[config.mk]
export PLATFORM = sky130hd
export DESIGN_NAME = ex_muldiv
export DESIGN_NICKNAME = d
export VERILOG_FILES = /design/src/rtl/muldiv_pkg.sv /design/src/rtl/muldiv_step.sv /design/src/rtl/ex_muldiv.sv
export SDC_FILE = /design/constraint.sdc
export NUM_CORES = 1
export LEC_CHECK = 0
export ABC_AREA = 1
export CORE_MARGIN = 2
export CORE_UTILIZATION = 47
export CTS_BUF_LIST = sky130_fd_sc_hd__clkbuf_8
export DETAILED_ROUTE_END_ITERATION = 8
export PLACE_DENSITY_LB_ADDON = 0.1
export SYNTH_ARGS = -nofsm -noshare
export SYNTH_HDL_FRONTEND = slang
export SYNTH_HIERARCHICAL = 1
export SYNTH_SLANG_ARGS = --single-unit
[constraint.sdc]
create_clock -name clk -period 3.7 [get_ports clk]
set_clock_uncertainty 0.2 [all_clocks]
set_input_delay 1.11 -clock clk [delete_from_list [all_inputs] [get_ports clk]]
set_output_delay 1.11 -clock clk [all_outputs]
set_load 0.05 [all_outputs]
[src/rtl/muldiv_pkg.sv]
// Shared constants for the RV32M multiply/divide unit: operand width, func3 encodings, FSM states.
package muldiv_pkg;

  localparam int XLEN = 32;

  localparam logic [2:0] F3_MUL    = 3'b000;
  localparam logic [2:0] F3_MULH   = 3'b001;
  localparam logic [2:0] F3_MULHSU = 3'b010;
  localparam logic [2:0] F3_MULHU  = 3'b011;
  localparam logic [2:0] F3_DIV    = 3'b100;
  localparam logic [2:0] F3_DIVU   = 3'b101;
  localparam logic [2:0] F3_REM    = 3'b110;
  localparam logic [2:0] F3_REMU   = 3'b111;

  typedef enum logic [1:0] {
    S_IDLE = 2'd0,
    S_RUN  = 2'd1,
    S_DONE = 2'd2
  } state_t;

endpackage

[src/rtl/muldiv_step.sv]
// One radix-2 iteration on magnitudes: shift-add multiply, or restoring divide when
// EX_MULDIV_DIV_EN is defined. {hi,lo} is the product accumulator or {remainder,quotient}.
module muldiv_step
  import muldiv_pkg::*;
(
`ifdef EX_MULDIV_DIV_EN
  input  logic            is_div,
`endif
  input  logic [XLEN-1:0] hi,
  input  logic [XLEN-1:0] lo,
  input  logic [XLEN-1:0] b,
  output logic [XLEN-1:0] hi_nxt,
  output logic [XLEN-1:0] lo_nxt
);

  logic [XLEN:0] sum;
`ifdef EX_MULDIV_DIV_EN
  logic [XLEN:0]   shifted;
  logic [XLEN+1:0] diff;
  logic            diff_unused;
  // A non-negative trial difference always fits back into XLEN bits.
  assign diff_unused = diff[XLEN];
`endif

  always_comb begin
    sum    = {1'b0, hi} + (lo[0] ? {1'b0, b} : '0);
    hi_nxt = sum[XLEN:1];
    lo_nxt = {sum[0], lo[XLEN-1:1]};
`ifdef EX_MULDIV_DIV_EN
    shifted = {hi, lo[XLEN-1]};
    diff    = {1'b0, shifted} - {2'b00, b};
    if (is_div) begin
      hi_nxt = diff[XLEN+1] ? shifted[XLEN-1:0] : diff[XLEN-1:0];
      lo_nxt = {lo[XLEN-2:0], ~diff[XLEN+1]};
    end
`endif
  end

endmodule

[src/rtl/ex_muldiv.sv]
// Iterative RV32M execute unit: 32 RUN cycles per operation, signs fixed up on the last step.
// Divide support is built only when EX_MULDIV_DIV_EN is defined; otherwise divides return 0.
module ex_muldiv #(
  parameter int XLEN = 32
) (
  input  logic            clk,
  input  logic            rst_n,
  input  logic            valid_in,
  input  logic            is_m,
  input  logic [2:0]      func3,
  input  logic [XLEN-1:0] op1,
  input  logic [XLEN-1:0] op2,
  input  logic            flush,
  output logic            busy,
  output logic            result_valid,
  output logic [XLEN-1:0] result,
  output logic [1:0]      dbg_state
);
  import muldiv_pkg::*;

  state_t            state, state_nxt;
  logic [4:0]        cnt;
  logic [XLEN-1:0]   hi_r, lo_r, b_r, result_r;
  logic [2:0]        op_r;
  logic              neg_r;
  logic              accept, a_sgn, b_sgn, a_neg, b_neg, neg_in, special;
  logic [XLEN-1:0]   a_mag, b_mag, special_res, hi_nxt, lo_nxt, final_res;
  logic [2*XLEN-1:0] prod;
`ifdef EX_MULDIV_DIV_EN
  logic [XLEN-1:0]   div_val;
`endif

  assign accept       = (state == S_IDLE) && valid_in && is_m && !flush;
  assign busy         = (state == S_RUN) || accept;
  assign result_valid = (state == S_DONE) && !flush;
  assign result       = result_r;
  assign dbg_state    = state;

  // Operand signedness and magnitudes, captured on accept.
  always_comb begin
    if (func3[2]) begin
      a_sgn = ~func3[0];
      b_sgn = ~func3[0];
    end else begin
      a_sgn = (func3 == F3_MULH) || (func3 == F3_MULHSU);
      b_sgn = (func3 == F3_MULH);
    end
    a_neg  = a_sgn && op1[XLEN-1];
    b_neg  = b_sgn && op2[XLEN-1];
    a_mag  = a_neg ? -op1 : op1;
    b_mag  = b_neg ? -op2 : op2;
    // Remainder follows the dividend; product and quotient follow the sign product.
    neg_in = (func3[2] && func3[1]) ? a_neg : (a_neg ^ b_neg);
  end

  always_comb begin
`ifdef EX_MULDIV_DIV_EN
    special     = func3[2] && ((op2 == '0) ||
                  (!func3[0] && (op1 == {1'b1, {(XLEN-1){1'b0}}}) && (op2 == '1)));
    if (op2 == '0) special_res = func3[1] ? op1 : '1;
    else           special_res = func3[1] ? '0 : {1'b1, {(XLEN-1){1'b0}}};
`else
    special     = func3[2];
    special_res = '0;
`endif
  end

  muldiv_step u_step (
`ifdef EX_MULDIV_DIV_EN
    .is_div (op_r[2]),
`endif
    .hi     (hi_r),
    .lo     (lo_r),
    .b      (b_r),
    .hi_nxt (hi_nxt),
    .lo_nxt (lo_nxt)
  );

  always_comb begin
    prod      = {hi_nxt, lo_nxt};
    if (neg_r) prod = -prod;
    final_res = (op_r == F3_MUL) ? prod[XLEN-1:0] : prod[2*XLEN-1:XLEN];
`ifdef EX_MULDIV_DIV_EN
    div_val   = op_r[1] ? hi_nxt : lo_nxt;
    if (op_r[2]) final_res = neg_r ? -div_val : div_val;
`endif
  end

  always_comb begin
    state_nxt = state;
    case (state)
      S_IDLE:  if (accept) state_nxt = special ? S_DONE : S_RUN;
      S_RUN:   if (flush) state_nxt = S_IDLE;
               else if (cnt == 5'd31) state_nxt = S_DONE;
      S_DONE:  state_nxt = S_IDLE;
      default: state_nxt = S_IDLE;
    endcase
  end

  always_ff @(posedge clk or negedge rst_n) begin
    if (!rst_n) begin
      state    <= S_IDLE;
      cnt      <= '0;
      hi_r     <= '0;
      lo_r     <= '0;
      b_r      <= '0;
      op_r     <= '0;
      neg_r    <= 1'b0;
      result_r <= '0;
    end else begin
      state <= state_nxt;
      if (accept) begin
        hi_r  <= '0;
        lo_r  <= a_mag;
        b_r   <= b_mag;
        op_r  <= func3;
        neg_r <= neg_in;
        cnt   <= '0;
        if (special) result_r <= special_res;
      end else if (state == S_RUN) begin
        hi_r <= hi_nxt;
        lo_r <= lo_nxt;
        cnt  <= flush ? 5'd0 : cnt + 5'd1;
        if ((cnt == 5'd31) && !flush) result_r <= final_res;
      end
    end
  end

endmodule

==> run metrics, run 1 <==
CP Class register to register; Highest Clock Rate 0.284 GHz; Max-cap violations 0; P&R area growth vs syn 13.5%; Final Critical Period 3.52 ns; Syn Std Cell Area 13000 um2; syn nets 2274; number of synthesized flops with an enable pin 0; worst setup path start lo_r[0]$_DFFE_PN0P_; Crit. End Element register; I/O pin total 108; wire per inst 16.9 um; layout cells sized above 1 7.51%; port bufs 107; die height 170 um; post-synth cell types 49; Yosys reg bits 139; antenna cells 0; Total Wirelength 43.8 mm; fin. max-slew vios 0; CTS clk-pin slew, worst paths 0.12 ns; routed vias/inst 5.35; core box area 27000 um2; Main synth FF type dfrtp_1; DRC 0; leakage 0.00812 uW; Initial Util 48.0%; gr busiest metal met2; CTS root buffer clkbuf_8; post-synthesis mux area share 0%; TritonCTS clock tree done; M2 GR Usage 45.7%; Post-Synthesis Cells 2164; critical path peak fanout 31; Max VDD drop 0.000326 V; hold buffers post-CTS 0; sequential power share 28.1%; Clock Path Buffers 2; die footprint 28900 um2; Tcrit/Tclk final 95.0%; met3 usage 3.98%; drt first-iter violations 1422; CP Data Required Time 3.87 ns; total number of vias 13900; DP Area 14300 um2; Critical Path AT 3.69 ns; Post-Synth XOR/XNOR Area 3.92%; post-synthesis compound-gate area fraction 10.4%; nature of the critical path startpoint register; Slew HR 45.3%; Skew-Pair Late Insertion Delay 0.48 ns; largest net degree at the start of global routing 95; clock share of power 16.6%; hold crit path type input port to async pin; Clock Sinks 139; sw frac 51.9%; Antenna Violating Nets Remaining 0; Avg Inst Size Synth 6.00 um2; initial antenna violation count 0; final net count 2348; largest family of logic cells by synthesized area simple AND/OR/NAND/NOR gates; NetSw 4010 uW; final instance area 14700 um2; final hold vios 0; Rows 60; dpl hpwl 34.5 mm; Warnings, synthesis 6; synthesized-area fraction occupied by adder cells 3.72%; Total Routing Usage GR 30.8%; post-synthesis simple-gate area fraction 42.1%; Comb power frac 55.3%; Final Total Pwr 7720 uW; internal power 3710 uW; R2R depth 18; fill cell count 2873; run status completed; number of global-route vias before repair 12800; GR Overflow Total 0; CTS Buf Count 17; die width 170 um; RR Startpoint lo_r[0]$_DFFE_PN0P_; H-Tree Depth 4; asr flop ratio synth 100%; post-synthesis sequential area ratio 26.8%; worst-margin pin slew 0.821 ns; final RePlAce weighted congestion 1.00; Final setup viols 0; Cell Pwr Density 524 nW/um2; first-pass GRT wire length 69.0 mm; DRT Pass-1 Iters 6; met1 track demand over resource 45.7%
logic make-up (layout without fill, tap and decap cells):
family / Yosys count / after routing
flops: 139 / 139
fa+ha+maj: 38 / 38
buf+inv: 393 / 480
compound gates: 234 / 234
xor+xnor: 58 / 58
simple gates: 1302 / 1302
layout make-up:
class	count	area (um2)	share of cell area, %
Clock buffer	17	234	1.59
Tap cell	341	427	2.90
Clock inverter	15	153	1.04
Multi-Input combinational cell	1632	7890	53.6
Sequential cell	139	3480	23.6
Timing Repair Buffer	142	1390	9.45
Inverter	306	1150	7.81
state kept, by name, summed over array words and instances (netlist names):
| name | count |
|---|---|
| neg_r | 1 |
| hi_r | 32 |
| cnt | 5 |
| b_r | 32 |
| result | 32 |
| lo_r | 32 |
| dbg_state | 2 |
| op_r | 3 |
final timing paths:
path	end	slack (ns)
hold reg to reg	result[31]$_DFFE_PN0P_	0.28
min in group clk	result[31]$_DFFE_PN0P_	0.28
setup / recovery	result[11]$_DFFE_PN0P_	0.18
hold / removal	hi_r[21]$_DFFE_PN0P_	0.28
max in group asynchronous	lo_r[24]$_DFFE_PN0P_	2.25
setup reg to reg	result[11]$_DFFE_PN0P_	0.18
placed cells by master, fill, tap and decap left out, types with 3 or more instances in the layout:
| cell type | netlist | routed |
|---|---|---|
| ha_1 | 37 | 35 |
| nand3_1 | 175 | 174 |
| o21ai_1 | 20 | 24 |
| buf_4 | 39 | 32 |
| nand3_2 | 5 | 6 |
| xnor2_1 | 8 | 8 |
| inv_8 | 0 | 3 |
| nor2_1 | 245 | 234 |
| nor2_4 | 5 | 7 |
| clkinv_4 | 0 | 4 |
| a22oi_1 | 33 | 33 |
| inv_1 | 300 | 300 |
| nand2_1 | 769 | 763 |
| nand2_4 | 4 | 4 |
| dfrtp_1 | 139 | 138 |
| buf_12 | 1 | 5 |
| inv_2 | 5 | 5 |
| nand2_2 | 25 | 31 |
| nor3_1 | 17 | 17 |
| a21o_1 | 4 | 4 |
| nor2_2 | 14 | 23 |
| clkbuf_8 | 0 | 17 |
| a31oi_1 | 13 | 13 |
| o21ai_0 | 91 | 86 |
| nand4_1 | 31 | 31 |
| o21bai_1 | 4 | 4 |
| inv_6 | 0 | 5 |
| clkdlybuf4s50_1 | 0 | 104 |
| a21oi_1 | 51 | 50 |
| xor2_1 | 50 | 49 |
| o21ai_2 | 9 | 10 |
per-layer routing:
metal,up-vias,wire length [um]
met5,-,0
li1,6924,-
met1,6323,21100
met2,555,18200
met4,0,1460
met3,78,3020
cells in the mapped netlist (2+ instances only):
library cell,count,area share (%)
a21o_1,4,0.23
a21oi_1,51,2.0
a22oi_1,33,1.9
a31oi_1,13,0.63
buf_2,20,0.77
buf_4,39,2.3
buf_6,3,0.26
clkbuf_1,23,0.67
dfrtp_1,139,27
ha_1,37,3.6
inv_1,300,8.7
inv_2,5,0.14
nand2_1,769,22
nand2_2,25,1.2
nand2_4,4,0.35
nand3_1,175,6.8
nand3_2,5,0.39
nand3b_1,2,0.12
nand4_1,31,1.5
nor2_1,245,7.1
nor2_2,14,0.68
nor2_4,5,0.43
nor3_1,17,0.66
o211ai_1,2,0.12
o21ai_0,91,3.5
o21ai_1,20,0.77
o21ai_2,9,0.61
o21bai_1,4,0.23
o22ai_1,2,0.096
or2_2,2,0.096
xnor2_1,8,0.54
xor2_1,50,3.4
timing repair:
item / in CTS / in global routing
gates resized for setup: 0 / 29
buffers inserted: 0 / 1
endpoints found under the setup margin: 0 / 18
endpoints found under the hold margin: 0 / 0
critical path: stages, from the launching register on:
cell,delay (ns)
dfrtp_1,0.43
buf_12,0.18
nand2_1,0.06
inv_1,0.04
ha_2,0.38
nand2_1,0.13
nor2_1,0.18
nand3_1,0.09
nand3_1,0.19
xor2_1,0.53
nor2_1,0.13
nand2_1,0.15
nor2_1,0.09
nand2_1,0.06
nand2_1,0.10
nand3_1,0.12
nand3_1,0.14
nand3_2,0.17
nand2_1,0.06
power by group through the flow:
stage               registers, uW  logic (uW)  clock network, uW
floorplan                    1980        2950                  0
global placement             2190        4060                  0
detailed placement           2190        4080                  0
CTS                          2160        4100               1290
global route                 2200        4720               1370
finish                       2170        4270               1280
per-stage QoR:
step                      setup slack [ns]  util [%]  hold WS [ns]  TNS [ns]  instances
after floorplan                      0.374         -         0.249         0       2164
after global placement              0.0938      52.8         0.263         0       2559
after detailed placement             0.101      52.8         0.266         0       2559
after CTS                           0.0771      54.2         0.289         0       2591
after global routing              -0.00797      54.5         0.304  -0.00797       2592
final                                0.185      54.5         0.283         0       2592
Note: power is estimated with default switching activity, not from simulation.
==> run 2, diff against run 1 <==
--- a/config.mk
+++ b/config.mk
@@ -5,7 +5,6 @@
 export SDC_FILE = /design/constraint.sdc
 export NUM_CORES = 1
 export LEC_CHECK = 0
-export ABC_AREA = 1
 export CORE_MARGIN = 2
 export CORE_UTILIZATION = 47
 export CTS_BUF_LIST = sky130_fd_sc_hd__clkbuf_8
==> run 2 against run 1 <==
Effect of this change: the flow now finishes with violations (negative setup slack); clock power is 19% higher; setup slack worse by 1.1 ns; fmax is 23% lower; final area is 0.31% higher; sequential share of layout area is 0.080 points lower; non-clock buffer count is 196 higher; wire length is 19% lower; via count is 19% lower; die area is 14% lower; register-to-register slack worse by 1.1 ns; hold slack worse by 0.017 ns.
==> run metrics, run 2 <==
most common cell after layout, fill and taps aside nand2_1; run status finished with violations; Max-cap violations 0; Clock Path Buffers 2; DRT Pass-1 Iters 6; Skew-Pair Late Insertion Delay 0.47 ns; final hold vios 0; Highest Clock Rate 0.219 GHz; Initial Util 47.5%; I/O pin total 108; CTS clk-pin slew, worst paths 0.09 ns; layout cells sized above 1 22.7%; H-Tree Depth 4; Critical Path AT 4.73 ns; placed cells 1897; Final setup viols 25; largest net degree at the start of global routing 108; Main synth FF type dfrtp_1; first-pass GRT wire length 56.2 mm; initial antenna violation count 3; final net count 1730; number of global-route vias before repair 10300; Non-Filler Instances 1953; die width 157 um; Total Routing Usage GR 29.2%; most frequent cell after synthesis nand2_1; Yosys top cell area share 31.5%; RSZ-0062 raised after global routing yes; Rows 56; failing checks negative setup slack; number of synthesized flops with an enable pin 0; hold crit path type input port to async pin; Yosys reg bits 139; Antenna Violating Nets Remaining 0; die height 157 um; fin. max-slew vios 0; die footprint 24800 um2; Final Total Pwr 8150 uW; Total Wirelength 35.6 mm; Warnings, synthesis 6; asr flop ratio synth 100%; CTS Buf Count 17; syn nets 1478; TritonCTS clock tree done; post-synthesis sequential area ratio 31.5%; Tcrit/Tclk final 123%; Crit. End Element register; routed vias/inst 5.75; DRC 0; CTS root buffer clkbuf_8; wire per inst 18.2 um; CP Class register to register; Slew HR 19.7%; drt first-iter violations 963; Cell Pwr Density 552 nW/um2; port bufs 107; Avg Inst Size Synth 8.08 um2; nature of the critical path startpoint register; R2R depth 16; CP Data Required Time 3.86 ns; r2r endpoint result[30]$_DFFE_PN0P_; critical path peak fanout 4; Final Critical Period 4.57 ns; setup ws final -0.868 ns; Syn Std Cell Area 11100 um2; main area contributors after synthesis dfrtp_1 (31%), nand2_1 (8.1%), xnor2_1 (5.6%); leakage 0.00647 uW; worst-margin pin slew 1.20 ns; final RePlAce weighted congestion 0.950; Yosys top cell by area dfrtp_1; GR Overflow Total 0; post-synth cell types 87; Post-Synthesis Cells 1368; Max VDD drop 0.000336 V; commonest cells after routing, fill and taps aside nand2_1 (236), buf_4 (211), dfrtp_1 (139), clkdlybuf4s50_1 (104), a21oi_1 (98); Clock Sinks 139; reg-to-reg setup timing slack -0.87 ns; commonest cells in the synthesized netlist nand2_1 (239), dfrtp_1 (139), a21oi_1 (111); P&R area growth vs syn 33.6%; RR Startpoint lo_r[0]$_DFFE_PN0P_; total number of vias 11200; dpl hpwl 26.9 mm; core box area 23300 um2
-- run 2: changes by cell type after synthesis, sizes merged, moves of 62 or more --
cell	previous run	this run
inv	306	22
a21oi	51	113
nand2	798	240
nor2	265	75
nand3	181	16
xnor2	8	71
-- run 2: metrics by stage --
step	utilization, %	setup slack [ns]	cell area (um2)	hold WS [ns]	TNS [ns]
after CTS	63.0	-0.815	14700	0.248	-13.77
final	63.5	-0.868	14800	0.266	-15.46
after global routing	63.5	-1.02	14800	0.254	-18.98
after detailed placement	59.2	-0.883	13800	0.265	-16.80
after floorplan	-	-0.615	11200	0.242	-3.86
after global placement	59.2	-0.765	13800	0.256	-14.74
-- run 2: worst max-delay path, stage by stage, from the launching register on --
cell and delay [ns]:
dfrtp_1 0.41, and2_4 0.16, ha_4 0.16, fa_2 0.36
a211o_1 0.32, a211oi_4 0.30, o31ai_4 0.13, a31oi_4 0.23
o21ai_1 0.09, a21oi_1 0.17, xnor2_1 0.12, or4_4 0.42
or3_4 0.37, or4_4 0.45, or3_4 0.38, a21oi_2 0.13
o21ai_1 0.06
-- run 2: cell type report --
class | count | area, um2
inverter | 22 | 82.6
sequential | 139 | 3480
tap | 319 | 399
clock buffer | 17 | 234
clock inverter | 15 | 236
fill | 2104 | 8490
antenna | 1 | 2.50
multi-input combinational | 1102 | 7410
timing repair buffer | 338 | 2940
-- run 2: kinds of logic (layout without fill, tap and decap cells) --
logic type      after synthesis  count (layout)  share of synthesized area (%)
simple gates                539             539                           23.7
flops                       139             139                           31.5
xor+xnor                    130             130                           10.3
other cells                   0               1                              0
mux                          15              15                           1.37
fa+ha+maj                    38              38                           4.37
compound gates              380             380                           22.6
buf+inv                     127             392                           6.21
-- run 2: timing repair --
item | 4_1_cts | 5_1_grt
resized for setup | 62 | 20
hold buffers | 0 | 0
buffers inserted | 22 | 6
pin swaps | 31 | 26
setup endpoints to repair | 26 | 32
-- run 2: worst max path at each step --
stage,depth (start not counted),startpoint,to,slack (ns)
5_1_grt,16,b_r[0]$_DFFE_PN0N_,result[30]$_DFFE_PN0P_,-1.02
2_1_floorplan,16,lo_r[0]$_DFFE_PN0P_,result[29]$_DFFE_PN0P_,-0.62
4_1_cts,16,lo_r[0]$_DFFE_PN0P_,result[29]$_DFFE_PN0P_,-0.81
3_3_place_gp,16,lo_r[0]$_DFFE_PN0P_,result[30]$_DFFE_PN0P_,-0.77
3_5_place_dp,16,b_r[0]$_DFFE_PN0N_,result[31]$_DFFE_PN0P_,-0.88
6_report,16,lo_r[0]$_DFFE_PN0P_,result[30]$_DFFE_PN0P_,-0.87
-- run 2: layer usage --
metal | track usage [%] | share of wire, %
met5 | 0 | 0
met4 | 8.96 | 2.8
met3 | 3.91 | 6.4
met2 | 43.1 | 43
met1 | 44.2 | 47
-- run 2: where the power goes --
| part | total (uW) | internal [uW] | switching, uW |
|---|---|---|---|
| clock network | 1520 | 820 | 705 |
| registers | 2240 | 1820 | 421 |
| logic | 4380 | 2100 | 2290 |
| total | 8150 | 4740 | 3410 |
